**config.mk**
```make
export PLATFORM = sky130hd
export DESIGN_NAME = mem_arbiter_flat
export DESIGN_NICKNAME = d
export VERILOG_FILES = /design/src/rtl/mem_arbiter_pkg.sv /design/src/rtl/mem_arbiter_if.sv /design/src/rtl/mem_arb_rr_pick.sv /design/src/rtl/mem_arbiter.sv /design/src/flat_wrapper.sv
export SDC_FILE = /design/constraint.sdc
export NUM_CORES = 1
export LEC_CHECK = 0
export CAP_MARGIN = 40
export CORE_ASPECT_RATIO = 1.2
export CORE_MARGIN = 1.5
export CORE_UTILIZATION = 40
export CTS_CLUSTER_DIAMETER = 200
export CTS_CLUSTER_SIZE = 30
export DETAILED_ROUTE_END_ITERATION = 7
export PLACE_DENSITY = 0.83
export SKIP_LAST_GASP = 1
export SYNTH_ARGS = -nofsm -noshare
export SYNTH_HDL_FRONTEND = slang
export SYNTH_SLANG_ARGS = --single-unit
```
**constraint.sdc**
```tcl
create_clock -name clock_in -period 2.95 [get_ports clock_in]
set_input_delay 0.295 -clock clock_in [delete_from_list [all_inputs] [get_ports clock_in]]
set_output_delay 0.295 -clock clock_in [all_outputs]
set_load 0.05 [all_outputs]
```
**src/rtl/mem_arbiter_pkg.sv**
```systemverilog
// Shared types and constants for the main-memory arbiter: FSM encoding,
// requester IDs and timeout counter sizing.
package core101_mem_pkg;

  typedef enum logic [1:0] {
    ST_IDLE     = 2'd0,
    ST_BUSY_IFU = 2'd1,
    ST_BUSY_LSU = 2'd2,
    ST_RESP     = 2'd3
  } arb_state_e;

  typedef logic req_id_t;
  localparam req_id_t REQ_IFU = 1'b0;
  localparam req_id_t REQ_LSU = 1'b1;

  localparam int DEFAULT_TIMEOUT_CYCLES = 16;

  // Counter only has to reach TIMEOUT_CYCLES-1, so $clog2 bits suffice.
  function automatic int cnt_width(input int cycles);
    return (cycles <= 2) ? 1 : $clog2(cycles);
  endfunction

  localparam int DEFAULT_CNT_W = cnt_width(DEFAULT_TIMEOUT_CYCLES);

endpackage

```
**src/rtl/mem_arbiter_if.sv**
```systemverilog
// Bundle of IFU, LSU and main-memory signals around the arbiter.
// slave = arbiter side, master = requesters plus memory.
interface mem_arbiter_if #(
  parameter int ADDR_WIDTH = 32,
  parameter int DATA_WIDTH = 32
);
  logic                    halt_in;
  logic                    ifu_req_in;
  logic [ADDR_WIDTH-1:0]   ifu_addr_in;
  logic                    ifu_grant_out;
  logic                    ifu_valid_out;
  logic                    ifu_error_out;
  logic [DATA_WIDTH-1:0]   ifu_data_out;
  logic                    lsu_req_in;
  logic                    lsu_we_in;
  logic [ADDR_WIDTH-1:0]   lsu_addr_in;
  logic [DATA_WIDTH-1:0]   lsu_wdata_in;
  logic [DATA_WIDTH/8-1:0] lsu_be_in;
  logic                    lsu_grant_out;
  logic                    lsu_valid_out;
  logic                    lsu_error_out;
  logic [DATA_WIDTH-1:0]   lsu_rdata_out;
  logic [ADDR_WIDTH-1:0]   mem_addr_out;
  logic [DATA_WIDTH-1:0]   mem_wdata_out;
  logic [DATA_WIDTH/8-1:0] mem_be_out;
  logic                    mem_read_out;
  logic                    mem_write_out;
  logic [DATA_WIDTH-1:0]   mem_rdata_in;
  logic                    mem_valid_in;

  modport slave (
    input  halt_in, ifu_req_in, ifu_addr_in,
    input  lsu_req_in, lsu_we_in, lsu_addr_in, lsu_wdata_in, lsu_be_in,
    input  mem_rdata_in, mem_valid_in,
    output ifu_grant_out, ifu_valid_out, ifu_error_out, ifu_data_out,
    output lsu_grant_out, lsu_valid_out, lsu_error_out, lsu_rdata_out,
    output mem_addr_out, mem_wdata_out, mem_be_out, mem_read_out, mem_write_out
  );

  modport master (
    output halt_in, ifu_req_in, ifu_addr_in,
    output lsu_req_in, lsu_we_in, lsu_addr_in, lsu_wdata_in, lsu_be_in,
    output mem_rdata_in, mem_valid_in,
    input  ifu_grant_out, ifu_valid_out, ifu_error_out, ifu_data_out,
    input  lsu_grant_out, lsu_valid_out, lsu_error_out, lsu_rdata_out,
    input  mem_addr_out, mem_wdata_out, mem_be_out, mem_read_out, mem_write_out
  );

endinterface

```
**src/rtl/mem_arb_rr_pick.sv**
```systemverilog
// Combinational two-way round-robin picker between IFU and LSU.
// A halted IFU is never eligible.
module mem_arb_rr_pick
  import core101_mem_pkg::*;
(
  input  logic    ifu_req_i,
  input  logic    lsu_req_i,
  input  logic    halt_i,
  input  req_id_t last_grant_i,
  output req_id_t winner_o,
  output logic    valid_o
);

  logic ifu_ok;

  assign ifu_ok  = ifu_req_i & ~halt_i;
  assign valid_o = ifu_ok | lsu_req_i;

  always_comb begin
    winner_o = REQ_IFU;
    if (ifu_ok && lsu_req_i) begin
      // On a tie the requester that did not go last wins.
      winner_o = (last_grant_i == REQ_LSU) ? REQ_IFU : REQ_LSU;
    end else if (!ifu_ok && lsu_req_i) begin
      winner_o = REQ_LSU;
    end
  end

endmodule

```
**src/rtl/mem_arbiter.sv**
```systemverilog
// Shares the main-memory port between IFU (reads) and LSU (reads/writes):
// grant, strobe until mem_valid_in or timeout, then a one-cycle response.
module mem_arbiter
  import core101_mem_pkg::*;
#(
  parameter int ADDR_WIDTH     = 32,
  parameter int DATA_WIDTH     = 32,
  parameter int TIMEOUT_CYCLES = DEFAULT_TIMEOUT_CYCLES
) (
  input logic          clock_in,
  input logic          reset_in,
  mem_arbiter_if.slave bus
);

  localparam int CNT_W = cnt_width(TIMEOUT_CYCLES);
  localparam int BE_W  = DATA_WIDTH / 8;
  localparam logic [CNT_W-1:0] CNT_LAST = CNT_W'(TIMEOUT_CYCLES - 1);

  arb_state_e            state_q, state_d;
  req_id_t               last_grant_q, last_grant_d;
  logic [CNT_W-1:0]      cnt_q, cnt_d;
  logic [ADDR_WIDTH-1:0] addr_q, addr_d;
  logic [DATA_WIDTH-1:0] wdata_q, wdata_d;
  logic [BE_W-1:0]       be_q, be_d;
  logic                  we_q, we_d;
  logic                  err_q, err_d;
  logic [DATA_WIDTH-1:0] ifu_data_q, ifu_data_d;
  logic [DATA_WIDTH-1:0] lsu_data_q, lsu_data_d;
  logic [DATA_WIDTH-1:0] captured;
  req_id_t               winner;
  logic                  pick_valid;
  logic                  busy;

  mem_arb_rr_pick u_pick (
    .ifu_req_i    (bus.ifu_req_in),
    .lsu_req_i    (bus.lsu_req_in),
    .halt_i       (bus.halt_in),
    .last_grant_i (last_grant_q),
    .winner_o     (winner),
    .valid_o      (pick_valid)
  );

  always_ff @(posedge clock_in or negedge reset_in) begin
    if (!reset_in) begin
      state_q      <= ST_IDLE;
      last_grant_q <= REQ_LSU;
      cnt_q        <= '0;
      addr_q       <= '0;
      wdata_q      <= '0;
      be_q         <= '0;
      we_q         <= 1'b0;
      err_q        <= 1'b0;
      ifu_data_q   <= '0;
      lsu_data_q   <= '0;
    end else begin
      state_q      <= state_d;
      last_grant_q <= last_grant_d;
      cnt_q        <= cnt_d;
      addr_q       <= addr_d;
      wdata_q      <= wdata_d;
      be_q         <= be_d;
      we_q         <= we_d;
      err_q        <= err_d;
      ifu_data_q   <= ifu_data_d;
      lsu_data_q   <= lsu_data_d;
    end
  end

  always_comb begin
    state_d      = state_q;
    last_grant_d = last_grant_q;
    cnt_d        = cnt_q;
    addr_d       = addr_q;
    wdata_d      = wdata_q;
    be_d         = be_q;
    we_d         = we_q;
    err_d        = err_q;
    ifu_data_d   = ifu_data_q;
    lsu_data_d   = lsu_data_q;
    captured     = '0;
    case (state_q)
      ST_IDLE: begin
        if (pick_valid) begin
          last_grant_d = winner;
          cnt_d        = '0;
          err_d        = 1'b0;
          if (winner == REQ_IFU) begin
            addr_d  = bus.ifu_addr_in;
            wdata_d = '0;
            be_d    = '1;
            we_d    = 1'b0;
            state_d = ST_BUSY_IFU;
          end else begin
            addr_d  = bus.lsu_addr_in;
            wdata_d = bus.lsu_wdata_in;
            be_d    = bus.lsu_be_in;
            we_d    = bus.lsu_we_in;
            state_d = ST_BUSY_LSU;
          end
        end
      end
      ST_BUSY_IFU, ST_BUSY_LSU: begin
        cnt_d = cnt_q + 1'b1;
        // Completion beats timeout when both land in the same cycle.
        if (bus.mem_valid_in) begin
          captured = we_q ? '0 : bus.mem_rdata_in;
          err_d    = 1'b0;
          state_d  = ST_RESP;
        end else if (cnt_q == CNT_LAST) begin
          err_d   = 1'b1;
          state_d = ST_RESP;
        end
        if (state_d == ST_RESP) begin
          if (last_grant_q == REQ_IFU) ifu_data_d = captured;
          else                         lsu_data_d = captured;
        end
      end
      ST_RESP: state_d = ST_IDLE;
      default: state_d = ST_IDLE;
    endcase
  end

  assign busy              = (state_q == ST_BUSY_IFU) || (state_q == ST_BUSY_LSU);
  assign bus.ifu_grant_out = (state_q == ST_BUSY_IFU);
  assign bus.lsu_grant_out = (state_q == ST_BUSY_LSU);
  assign bus.mem_read_out  = busy & ~we_q;
  assign bus.mem_write_out = busy & we_q;
  assign bus.mem_addr_out  = addr_q;
  assign bus.mem_wdata_out = wdata_q;
  assign bus.mem_be_out    = be_q;
  assign bus.ifu_valid_out = (state_q == ST_RESP) && (last_grant_q == REQ_IFU);
  assign bus.lsu_valid_out = (state_q == ST_RESP) && (last_grant_q == REQ_LSU);
  assign bus.ifu_error_out = bus.ifu_valid_out & err_q;
  assign bus.lsu_error_out = bus.lsu_valid_out & err_q;
  assign bus.ifu_data_out  = ifu_data_q;
  assign bus.lsu_rdata_out = lsu_data_q;

endmodule

```
**src/flat_wrapper.sv**
```systemverilog
// flat-port wrapper written by rule: the top's interface ports become plain ports
module mem_arbiter_flat import core101_mem_pkg::*;
#(
  parameter int ADDR_WIDTH     = 32,
  parameter int DATA_WIDTH     = 32,
  parameter int TIMEOUT_CYCLES = DEFAULT_TIMEOUT_CYCLES
)
  (clock_in, reset_in, bus_halt_in, bus_ifu_req_in, bus_ifu_addr_in, bus_lsu_req_in, bus_lsu_we_in, bus_lsu_addr_in, bus_lsu_wdata_in, bus_lsu_be_in, bus_mem_rdata_in, bus_mem_valid_in, bus_ifu_grant_out, bus_ifu_valid_out, bus_ifu_error_out, bus_ifu_data_out, bus_lsu_grant_out, bus_lsu_valid_out, bus_lsu_error_out, bus_lsu_rdata_out, bus_mem_addr_out, bus_mem_wdata_out, bus_mem_be_out, bus_mem_read_out, bus_mem_write_out);
  mem_arbiter_if #(.ADDR_WIDTH(ADDR_WIDTH), .DATA_WIDTH(DATA_WIDTH)) bus_i ();
  input logic clock_in;
  input logic reset_in;
  input wire logic [$bits(bus_i.halt_in)-1:0] bus_halt_in;
  input wire logic [$bits(bus_i.ifu_req_in)-1:0] bus_ifu_req_in;
  input wire logic [$bits(bus_i.ifu_addr_in)-1:0] bus_ifu_addr_in;
  input wire logic [$bits(bus_i.lsu_req_in)-1:0] bus_lsu_req_in;
  input wire logic [$bits(bus_i.lsu_we_in)-1:0] bus_lsu_we_in;
  input wire logic [$bits(bus_i.lsu_addr_in)-1:0] bus_lsu_addr_in;
  input wire logic [$bits(bus_i.lsu_wdata_in)-1:0] bus_lsu_wdata_in;
  input wire logic [$bits(bus_i.lsu_be_in)-1:0] bus_lsu_be_in;
  input wire logic [$bits(bus_i.mem_rdata_in)-1:0] bus_mem_rdata_in;
  input wire logic [$bits(bus_i.mem_valid_in)-1:0] bus_mem_valid_in;
  output wire logic [$bits(bus_i.ifu_grant_out)-1:0] bus_ifu_grant_out;
  output wire logic [$bits(bus_i.ifu_valid_out)-1:0] bus_ifu_valid_out;
  output wire logic [$bits(bus_i.ifu_error_out)-1:0] bus_ifu_error_out;
  output wire logic [$bits(bus_i.ifu_data_out)-1:0] bus_ifu_data_out;
  output wire logic [$bits(bus_i.lsu_grant_out)-1:0] bus_lsu_grant_out;
  output wire logic [$bits(bus_i.lsu_valid_out)-1:0] bus_lsu_valid_out;
  output wire logic [$bits(bus_i.lsu_error_out)-1:0] bus_lsu_error_out;
  output wire logic [$bits(bus_i.lsu_rdata_out)-1:0] bus_lsu_rdata_out;
  output wire logic [$bits(bus_i.mem_addr_out)-1:0] bus_mem_addr_out;
  output wire logic [$bits(bus_i.mem_wdata_out)-1:0] bus_mem_wdata_out;
  output wire logic [$bits(bus_i.mem_be_out)-1:0] bus_mem_be_out;
  output wire logic [$bits(bus_i.mem_read_out)-1:0] bus_mem_read_out;
  output wire logic [$bits(bus_i.mem_write_out)-1:0] bus_mem_write_out;
  assign bus_i.halt_in = bus_halt_in;
  assign bus_i.ifu_req_in = bus_ifu_req_in;
  assign bus_i.ifu_addr_in = bus_ifu_addr_in;
  assign bus_i.lsu_req_in = bus_lsu_req_in;
  assign bus_i.lsu_we_in = bus_lsu_we_in;
  assign bus_i.lsu_addr_in = bus_lsu_addr_in;
  assign bus_i.lsu_wdata_in = bus_lsu_wdata_in;
  assign bus_i.lsu_be_in = bus_lsu_be_in;
  assign bus_i.mem_rdata_in = bus_mem_rdata_in;
  assign bus_i.mem_valid_in = bus_mem_valid_in;
  assign bus_ifu_grant_out = bus_i.ifu_grant_out;
  assign bus_ifu_valid_out = bus_i.ifu_valid_out;
  assign bus_ifu_error_out = bus_i.ifu_error_out;
  assign bus_ifu_data_out = bus_i.ifu_data_out;
  assign bus_lsu_grant_out = bus_i.lsu_grant_out;
  assign bus_lsu_valid_out = bus_i.lsu_valid_out;
  assign bus_lsu_error_out = bus_i.lsu_error_out;
  assign bus_lsu_rdata_out = bus_i.lsu_rdata_out;
  assign bus_mem_addr_out = bus_i.mem_addr_out;
  assign bus_mem_wdata_out = bus_i.mem_wdata_out;
  assign bus_mem_be_out = bus_i.mem_be_out;
  assign bus_mem_read_out = bus_i.mem_read_out;
  assign bus_mem_write_out = bus_i.mem_write_out;
  mem_arbiter #(.ADDR_WIDTH(ADDR_WIDTH), .DATA_WIDTH(DATA_WIDTH), .TIMEOUT_CYCLES(TIMEOUT_CYCLES)) u_core (.clock_in(clock_in), .reset_in(reset_in), .bus(bus_i));
endmodule
```
==> results by group <==
Floorplan
  – Core Area: approximately 14000 sq um
  – Chip width: ~110 um
  – Site row count: 47
  – Io pins: around 280
  – Initial core utilization: 41.2%
  – Chip Height: roughly 130 um
  – Die area: between 15000 and 20000 sq um

Critical path
  – CP Max Fanout: 12
  – R2R depth: 6
  – Crit-path leading delay family: buffers and inverters
  – Critical path class: flip-flop to output pin
  – Reg2reg setup slack: around 0.75 ns
  – Reg-to-reg startpoint: u_core.cnt_q[0]
  – Critical path arrival: between 2 and 2.5 ns
  – WP depth: 4
  – Slowest cell on the critical path: clkdlybuf4s50_1
  – Critical R2R Capture: u_core.bus.ifu_data_out[22]
  – Startpoint types: flip-flop
  – CP required: 2.65 ns
  – CP Cell Sequence: inv_1, ha_1, nor2b_1, clkdlybuf4s50_1
  – Max incr delay on CP: about 0.8 ns
  – WP buf/inv: 2
  – CP Capture Type: output pin

Route
  – 1st-pass router iterations: 8
  – Initial drt markers: about 340
  – DR vias/cell: 5.00
  – ANT nets after route: 0
  – WL/cell: between 15 and 20 um
  – Via count: slightly above 5000
  – Residual DRC: 16
  – WL final: roughly 17000 um

Clock network
  – Postcts setup bufs: 0
  – CTS Sinks: about 140
  – Root Buffer: clkbuf_16
  – Max H-tree Level: 4
  – Hold Buf Count CTS: 1
  – TritonCTS clock tree: built
  – Worst-path clk slew: 0.06 ns
  – Total CTS buffers: 17
  – Skew-Pair Late Insertion Delay: roughly 0.41 ns
  – CTS resizes: 0
  – Max Root-Sink Buffers: 2

Final layout
  – Most frequent cells in the layout: clkdlybuf4s50_1 (277), dfrtp_1 (140), nand2_1 (137)
  – Utilization after layout: 66.1%
  – Commonest non-fill, non-tap cell in the layout: clkdlybuf4s50_1
  – Synth-to-layout area growth: 60.2%
  – FILL cells: about 1100
  – Nets: 980
  – Post-Layout Cell Count: roughly 1000
  – # diodes: 0
  – Layout cells sized above 1: about 6.0%

Hold path
  – Worst hold path class: input pin to flip-flop
  – Worst hold start: bus_ifu_addr_in[25]
  – Hold Path Cell Cnt: 3
  – Hold worst-path end: u_core.bus.mem_addr_out[25]

Timing
  – RSZ-0062 raised after global routing: false
  – Highest clock rate: 365 MHz
  – Max-slew headroom: 44.0%
  – Final-report max-slew violation count: 0
  – Final Hold Viols: 0
  – Clk_skew: ~0.013 ns
  – Endpoints failing setup: 0
  – Minimum clock period: between 2 and 3 ns
  – Worst Tran Pin Value: 0.837 ns
  – Setup TNS: 0 ns
  – Period utilization: slightly above 90%
  – Hold_ws: between 0.4 and 0.5 ns

Logic synthesis
  – Sequential share of the synthesized area: roughly three fifths
  – Top-area cell type share of the netlist area: around three fifths
  – Number of synthesized flops with an enable pin: 0
  – Largest cells by area after synthesis: dfrtp_1 (61%), nand2_1 (8.9%), a21oi_1 (5.7%), a22o_1 (5.2%), o21ai_0 (4.6%)
  – Synth area leader: dfrtp_1
  – Seq cells post-synth: between 100 and 150
  – Distinct cells, synth: 39
  – Post-synth ARST share: 100%
  – Most used DFF post-synth: dfrtp_1
  – Post-Syn Nets: a little over 700
  – Gate count after technology mapping: between 500 and 600
  – Netlist Area Pre-Place: roughly 5700 sq um
  – Ys Warns: 0
  – Avg Cell Area, Syn: between 10 and 15 sq um

Flow run
  – Number of max-cap violations: 0

Global route
  – GRT Residual Overflow: 0
  – Largest net degree at the start of global routing: ~70
  – First-pass GRT wire length: 27000 um
  – Initial antenna violation count: 0
  – All-Layer GR Usage: between 20% and 30%
  – Vias in the first global route: approximately 5300

Place
  – GPL Wtd Cong: 0.785
  – Hpwl dp: 11800 um
  – Placed insts: between 900 and 1000
  – IO Port Bufs: roughly 280

Power
  – Power Dens Cells: between 1000 and 1500 nW/um^2
  – Maximum VDD drop: 627 uV
  – Leakage: roughly 3.9 nW

Status
  – Status: finished with violations
  – Failing checks: DRC
-- worst max-delay path by stage --
stage / startpoint / end
after global routing: u_core.state_q[0] / bus_mem_read_out
after CTS: u_core.state_q[0] / bus_mem_read_out
after detailed placement: u_core.state_q[0] / bus_mem_read_out
after floorplan: u_core.state_q[0] / bus_mem_read_out
after global placement: u_core.state_q[0] / bus_mem_read_out
final: u_core.state_q[0] / bus_mem_read_out
-- routing by layer --
layer,global-route usage (%),share of wire (%)
met5,0,0
met4,8.30,2.3
met1,27.1,41
met2,39.3,51
met3,6.46,6.1
-- where the power goes --
| group | leakage, nW | internal [mW] | switching [mW] | total (mW) |
|---|---|---|---|---|
| clock | 0.265 | 1.24 | 0.841 | 2.09 |
| combinational | 1.91 | 2.24 | 4.53 | 6.77 |
| sequential | 1.77 | 2.78 | 0.490 | 3.27 |
-- sequential cells by signal, summed over array words and instances (netlist names) --
name                      flops
u_core.bus.ifu_data_out      32
u_core.bus.lsu_rdata_out     32
u_core.bus.mem_addr_out      32
u_core.bus.mem_wdata_out     32
u_core.bus.mem_be_out         4
u_core.cnt_q                  4
u_core.state_q                2
u_core.err_q                  1
u_core.last_grant_q           1
u_core.we_q                   1
-- cell usage after synthesis, types with 2 or more instances --
library cell and instances:
nand2_1 137, buf_2 17, buf_6 4, clkbuf_1 7, nor2_1 34, nor2b_1 6, buf_4 9, dfrtp_1 140
o21ai_1 13, nand2b_1 2, clkbuf_2 3, inv_1 4, and3_1 2, o22a_1 4, nand3_1 3, a21o_1 2
o21ai_0 53, ha_1 5, a21oi_1 65, and2_1 3, a22o_1 34
-- logic make-up (layout without fill, tap and decap cells) --
logic type	Yosys count	in the layout	synth area share, %
compound gates	181	181	19.3
fa+ha+maj	5	5	1.09
buf+inv	44	327	4.42
flops	141	141	61.4
simple gates	194	194	13.7
-- stage by stage --
stage / cell area (sq um) / setup slack (ns) / power, mW
after floorplan: 5750 / 0.851 / 7.79
after global placement: 8630 / 0.679 / 9.98
after detailed placement: 8630 / 0.613 / 10.1
after CTS: 9210 / 0.172 / 12.2
after global routing: 9210 / 0.0812 / 12.8
final: 9210 / 0.211 / 12.1
-- cell type report --
| class | instances | area, sq um | share of cell area, % |
|---|---|---|---|
| timing repair buffer | 292 | 2900 | 31.5 |
| inverter | 4 | 15.0 | 0.163 |
| clock buffer | 18 | 429 | 4.66 |
| tap | 171 | 214 | 2.32 |
| multi-input combinational | 380 | 1970 | 21.4 |
| clock inverter | 13 | 143 | 1.55 |
| sequential | 141 | 3530 | 38.3 |
-- worst min-delay path, stage by stage --
cell	delay [ns]
clkdlybuf4s50_1	0.39
nand2_1	0.05
a21oi_1	0.05
No activity file was read; power rests on OpenSTA's default activity.
